$ cat config.mk
export PLATFORM = sky130hd
export DESIGN_NAME = game_tick_generator_flat
export DESIGN_NICKNAME = d
export VERILOG_FILES = /design/src/rtl/game_tick_generator_pkg.sv /design/src/rtl/game_tick_generator_if.sv /design/src/rtl/game_tick_generator.sv /design/src/flat_wrapper.sv
export SDC_FILE = /design/constraint.sdc
export NUM_CORES = 1
export LEC_CHECK = 0
export BUFFER_PORTS_ARGS = -buffer_cell sky130_fd_sc_hd__buf_2
export CAP_MARGIN = 20
export CORE_UTILIZATION = 60
export DETAILED_ROUTE_END_ITERATION = 6
export PLACE_DENSITY = 0.79
export SYNTH_ARGS = -nofsm -noshare
export SYNTH_HDL_FRONTEND = slang
export SYNTH_SLANG_ARGS = --single-unit
$ cat constraint.sdc
create_clock -name system_clk -period 6.67 [get_ports system_clk]
set_input_delay 0.3335 -clock system_clk [delete_from_list [all_inputs] [get_ports system_clk]]
set_output_delay 0.3335 -clock system_clk [all_outputs]
set_load 0.02 [all_outputs]
$ cat src/rtl/game_tick_generator_pkg.sv
`default_nettype none
// ============================================================================
// Module      : game_tick_generator_pkg
// Description : Shared game enums, default move periods and speed decoding.
// Revision    : 1.0 - initial release
// ============================================================================
package game_tick_generator_pkg;

    typedef enum logic [1:0] {
        RUN      = 2'd0,
        WAIT     = 2'd1,
        PAUSE    = 2'd2,
        END_GAME = 2'd3
    } game_state_e;

    typedef enum logic [1:0] {
        NORMAL_SPEED = 2'd0,
        FAST_SPEED   = 2'd1,
        SLOW_SPEED   = 2'd2
    } game_speed_e;

    typedef enum logic [1:0] {
        FSM_IDLE  = 2'd0,
        FSM_COUNT = 2'd1,
        FSM_HOLD  = 2'd2
    } tick_fsm_e;

    localparam int unsigned c_normal_period = 5_000_000;
    localparam int unsigned c_fast_period   = 2_500_000;
    localparam int unsigned c_slow_period   = 10_000_000;
    localparam int unsigned c_speedup_step  = 250_000;
    localparam int unsigned c_min_period    = 1_000_000;

    // The unused 2'b11 code falls back to normal speed.
    function automatic game_speed_e decode_speed(input logic [1:0] raw);
        case (raw)
            2'd1:    decode_speed = FAST_SPEED;
            2'd2:    decode_speed = SLOW_SPEED;
            default: decode_speed = NORMAL_SPEED;
        endcase
    endfunction

endpackage
`default_nettype wire

$ cat src/rtl/game_tick_generator_if.sv
`default_nettype none
// ============================================================================
// Module      : game_tick_generator_if
// Description : Game state/speed inputs and move-tick outputs of the tick block.
// Revision    : 1.0 - initial release
// ============================================================================
interface game_tick_generator_if;
    import game_tick_generator_pkg::*;

    game_state_e state;
    logic [1:0]  game_speed;
    logic        move_tick;
    logic [7:0]  tick_count;

    modport master (
        output state,
        output game_speed,
        input  move_tick,
        input  tick_count
    );

    modport slave (
        input  state,
        input  game_speed,
        output move_tick,
        output tick_count
    );

endinterface
`default_nettype wire

$ cat src/rtl/game_tick_generator.sv
`default_nettype none
// ============================================================================
// Module      : game_tick_generator
// Description : Produces the one-cycle move_tick strobe from game speed/state.
//               Optional macro GAME_TICK_SPEEDUP_EN shortens the period as
//               tick_count grows.
// Revision    : 1.0 - initial release
// ============================================================================
module game_tick_generator
    import game_tick_generator_pkg::*;
#(
    parameter int unsigned NORMAL_PERIOD = c_normal_period,
    parameter int unsigned FAST_PERIOD   = c_fast_period,
    parameter int unsigned SLOW_PERIOD   = c_slow_period
`ifdef GAME_TICK_SPEEDUP_EN
    ,
    parameter int unsigned SPEEDUP_STEP  = c_speedup_step,
    parameter int unsigned MIN_PERIOD    = c_min_period
`endif
) (
    input  wire logic             system_clk,
    input  wire logic             rst,
    game_tick_generator_if.slave  tick_if
);

    localparam int unsigned W = $clog2(SLOW_PERIOD + 1);

    tick_fsm_e   fsm_state;
    game_speed_e active_speed_q, active_speed_d;
    logic [W-1:0] cnt_q, cnt_d;
    logic [W-1:0] base_period;
    logic [W-1:0] period;
    logic         move_tick_q, move_tick_d;
    logic [7:0]   tick_count_q, tick_count_d;
    logic         at_end;

    // The FSM tracks the game state with no lag so that RUN counts from its first cycle.
    always_comb begin
        case (tick_if.state)
            RUN:     fsm_state = FSM_COUNT;
            PAUSE:   fsm_state = FSM_HOLD;
            default: fsm_state = FSM_IDLE;
        endcase
    end

    always_comb begin
        case (active_speed_q)
            FAST_SPEED: base_period = W'(FAST_PERIOD);
            SLOW_SPEED: base_period = W'(SLOW_PERIOD);
            default:    base_period = W'(NORMAL_PERIOD);
        endcase
    end

`ifdef GAME_TICK_SPEEDUP_EN
    logic [W:0] speedup_dec;
    logic [W:0] speedup_diff;

    // tick_count only changes at a boundary or while idle, so the period is stable mid-interval.
    always_comb begin
        speedup_dec  = (W+1)'(tick_count_q >> 4) * (W+1)'(SPEEDUP_STEP);
        speedup_diff = {1'b0, base_period} - speedup_dec;
        if ((speedup_dec >= {1'b0, base_period}) || (speedup_diff < (W+1)'(MIN_PERIOD))) begin
            period = W'(MIN_PERIOD);
        end else begin
            period = speedup_diff[W-1:0];
        end
    end
`else
    assign period = base_period;
`endif

    assign at_end = (cnt_q >= (period - 1'b1));

    always_comb begin
        cnt_d          = cnt_q;
        active_speed_d = active_speed_q;
        tick_count_d   = tick_count_q;
        move_tick_d    = 1'b0;
        case (fsm_state)
            FSM_IDLE: begin
                cnt_d          = '0;
                active_speed_d = decode_speed(tick_if.game_speed);
                if (tick_if.state == WAIT) begin
                    tick_count_d = '0;
                end
            end
            FSM_COUNT: begin
                if (at_end) begin
                    cnt_d          = '0;
                    move_tick_d    = 1'b1;
                    active_speed_d = decode_speed(tick_if.game_speed);
                    if (tick_count_q != 8'hFF) begin
                        tick_count_d = tick_count_q + 8'd1;
                    end
                end else begin
                    cnt_d = cnt_q + 1'b1;
                end
            end
            default: begin
                // HOLD: everything frozen so RUN resumes the partial period.
            end
        endcase
    end

    always_ff @(posedge system_clk) begin
        if (rst) begin
            cnt_q          <= '0;
            active_speed_q <= NORMAL_SPEED;
            move_tick_q    <= 1'b0;
            tick_count_q   <= '0;
        end else begin
            cnt_q          <= cnt_d;
            active_speed_q <= active_speed_d;
            move_tick_q    <= move_tick_d;
            tick_count_q   <= tick_count_d;
        end
    end

    assign tick_if.move_tick  = move_tick_q;
    assign tick_if.tick_count = tick_count_q;

endmodule
`default_nettype wire

$ cat src/flat_wrapper.sv
// flat-port wrapper written by rule: the top's interface ports become plain ports
module game_tick_generator_flat import game_tick_generator_pkg::*;
#(
    parameter int unsigned NORMAL_PERIOD = c_normal_period,
    parameter int unsigned FAST_PERIOD   = c_fast_period,
    parameter int unsigned SLOW_PERIOD   = c_slow_period

)
  (system_clk, rst, tick_if_state, tick_if_game_speed, tick_if_move_tick, tick_if_tick_count);
  game_tick_generator_if tick_if_i ();
  input  wire logic system_clk;
  input  wire logic rst;
  input wire logic [$bits(tick_if_i.state)-1:0] tick_if_state;
  input wire logic [$bits(tick_if_i.game_speed)-1:0] tick_if_game_speed;
  output wire logic [$bits(tick_if_i.move_tick)-1:0] tick_if_move_tick;
  output wire logic [$bits(tick_if_i.tick_count)-1:0] tick_if_tick_count;
  assign tick_if_i.state = tick_if_state;
  assign tick_if_i.game_speed = tick_if_game_speed;
  assign tick_if_move_tick = tick_if_i.move_tick;
  assign tick_if_tick_count = tick_if_i.tick_count;
  game_tick_generator #(.NORMAL_PERIOD(NORMAL_PERIOD), .FAST_PERIOD(FAST_PERIOD), .SLOW_PERIOD(SLOW_PERIOD)) u_core (.system_clk(system_clk), .rst(rst), .tick_if(tick_if_i));
endmodule
==> impl_metrics.json <==
{
  "cts_setup_buffers": 0,
  "final_util_pct": 67.5,
  "clk-insertion-delay-late_ns": 0.29,
  "hold_viol": 0,
  "dieHeight_um": 63.9,
  "ios": 15,
  "grt_max_degree": 27,
  "synth_edf_count": 0,
  "worst-path-max-fanout": 26,
  "cts-root-buf": "clkbuf_8",
  "status": "finished with violations",
  "multi_input_area_mm2": 0.00150,
  "clk_pin_slew_ns": 0.08,
  "holdBufCountCts": 0,
  "cts_resized": 0,
  "antenna_cells": 0,
  "post_drt_via_cell_ratio": 6.01,
  "syn2layout_area_growth_pct": 7.51,
  "die-area_mm2": 0.00408,
  "seq_area_um2": 701,
  "layout-drive-gt1-share_pct": 12.6,
  "yosysUniqueCellTypes": 50,
  "ys_ff_latch": 35,
  "tightest_slew_ns": 0.826,
  "vias": 2055,
  "hold_ws_ns": 0.338,
  "synth_nets": 310,
  "cap_violations": 0,
  "power.total_uw": 402,
  "yosys_warnings": 0,
  "vdd_drop_max_v": 0.000137,
  "seq_area_frac_synth_pct": 30.5,
  "violations": "DRC",
  "cts_tree": "yes",
  "startpoint_type": "flip-flop",
  "wirelength_um": 4970,
  "stdcell_count": 342,
  "async_reset_ff_share_pct": 0,
  "start_util_pct": 62.8,
  "antenna_found_initial": 0,
  "wire_per_inst_um": 14.5,
  "track_usage_pct": 26.5,
  "ant_nets": 0,
  "fin_crit_sh_pct": 48.7,
  "die_w_um": 63.9,
  "dr.pass1.iters": 6,
  "num_rows": 22,
  "slew_headroom_pct": 44.7,
  "drv_slew": 0,
  "synth_cells": 279,
  "cp.required_ns": 6.91,
  "max_clock_freq_mhz": 308,
  "dr.first_iter.drc_count": 135,
  "portBuffers": 14,
  "grt_overflow": 0,
  "p_leak_uw": 0.00106,
  "layout.nets": 324,
  "post-place-cells": 334,
  "nFillCells": 312,
  "critPathKind": "reg -> reg",
  "dp_hpwl_um": 3600,
  "synth_area_mm2": 0.00230,
  "grt_pass1_wl_um": 8540,
  "rsz0062_at_grt": "no",
  "core_area_mm2": 0.00366,
  "power_density_mw_per_mm2": 163,
  "cts_sinks": 35,
  "end_kind": "flip-flop",
  "post-route-min-period_ns": 3.25,
  "cp.arrival_ns": 3.48,
  "final_common_cell": "dfxtp_1",
  "htreeDepth": 2,
  "finalSetupViolCount": 0,
  "cts_buffer_depth": 2,
  "finClkSkew_ns": 0.00652,
  "place_congestion": 0.900,
  "mostFrequentLayoutCells": "dfxtp_1 (35), nand2_1 (34), ha_1 (25)",
  "cts_made_buffers": 5,
  "avgSynthCellArea_um2": 8.24,
  "post-route-drc-count": 1,
  "tns_ns": 0,
  "grt_pass1_vias": 1916,
  "hold_path.class": "in -> reg",
  "synth_flop_cell": "dfxtp_1"
}
kinds of logic (layout without fill, tap and decap cells):
logic type	after synthesis	count (layout)	share of synthesized area, %
AOI/OAI and AO/OA	67	67	18.7
xor gates and xnor gates	6	6	2.29
adders and majority gates	25	25	13.6
buffers and inverters	19	34	4.41
DFF	35	35	30.5
muxes	3	3	1.31
other	1	1	0.163
and+or+nand+nor	123	123	29.1
critical path: stages (launching register included):
cell and delay (ns):
dfxtp_1 0.36, inv_1 0.08, ha_1 0.30, inv_1 0.07
ha_1 0.32, a21oi_2 0.13, nand2_1 0.07, a221oi_2 0.31
nand2_2 0.11, or4_1 0.88, or3_1 0.48, nand3_1 0.08
where the power goes:
part | switching [uW] | internal, uW | total [uW]
Clock | 80.0 | 84.6 | 165
Combinational | 17.9 | 8.95 | 26.8
Sequential | 0.926 | 210 | 211
synthesized netlist by cell type, types with 3 or more instances:
cell,number,area [um^2]
a31o_2,4,35.0
and2_1,3,18.8
nor2_1,12,45.0
nand4_1,7,43.8
or2_2,3,18.8
or3_1,8,50.1
clkbuf_1,4,15.0
a31oi_1,3,18.8
and3_1,9,56.3
nand2_1,34,128
nor3b_1,7,52.6
inv_1,11,41.3
or4_1,4,30.0
mux2i_1,3,30.0
o21ai_0,20,100
xnor2_1,3,26.3
dfxtp_1,35,701
nand3_1,20,100
nor4_1,4,25.0
ha_1,25,313
a21oi_1,16,80.1
xor2_1,3,26.3
a21o_1,7,52.6
registers in the layout, indices dropped and copies added (netlist names):
| signal | cells |
|---|---|
| u_core.active_speed_q | 2 |
| u_core.cnt_q | 24 |
| u_core.tick_if.move_tick | 1 |
| u_core.tick_if.tick_count | 8 |
final timing paths:
path	endpoint	startpoint	slack (ns)	cells past startpoint
worst min-delay path	u_core.active_speed_q[1]$_SDFFE_PP0P_	tick_if_game_speed[0]	0.34	4
worst max register to register	u_core.cnt_q[22]$_SDFFE_PP0N_	u_core.active_speed_q[0]$_SDFFE_PP0P_	3.42	11
worst max-delay path	u_core.cnt_q[22]$_SDFFE_PP0N_	u_core.active_speed_q[0]$_SDFFE_PP0P_	3.42	11
worst min register to register	u_core.tick_if.tick_count[5]$_SDFFE_PP0P_	u_core.tick_if.tick_count[5]$_SDFFE_PP0P_	0.49	1
routing by layer:
metal,vias to the layer above,track usage [%],share of wire (%)
met5,-,0,0
met4,0,8.24,0.92
met3,6,5.36,3.4
met2,41,46.1,48
met1,948,32.6,47
li1,1060,-,-
final cells by class:
type	count	share of cell area (%)
Tap cell	48	2.43
Clock buffer	7	3.49
Multi-Input combinational cell	225	60.6
Clock inverter	1	0.354
Sequential cell	35	28.3
Inverter	11	1.67
Timing Repair Buffer	15	3.14
through the flow:
step / cell area, um^2 / setup WS (ns)
floorplan: 2300 / 3.88
global placement: 2380 / 3.49
detailed placement: 2380 / 3.43
CTS: 2470 / 3.42
global route: 2470 / 3.15
finish: 2470 / 3.42
No activity file was read; power rests on OpenSTA's default activity.
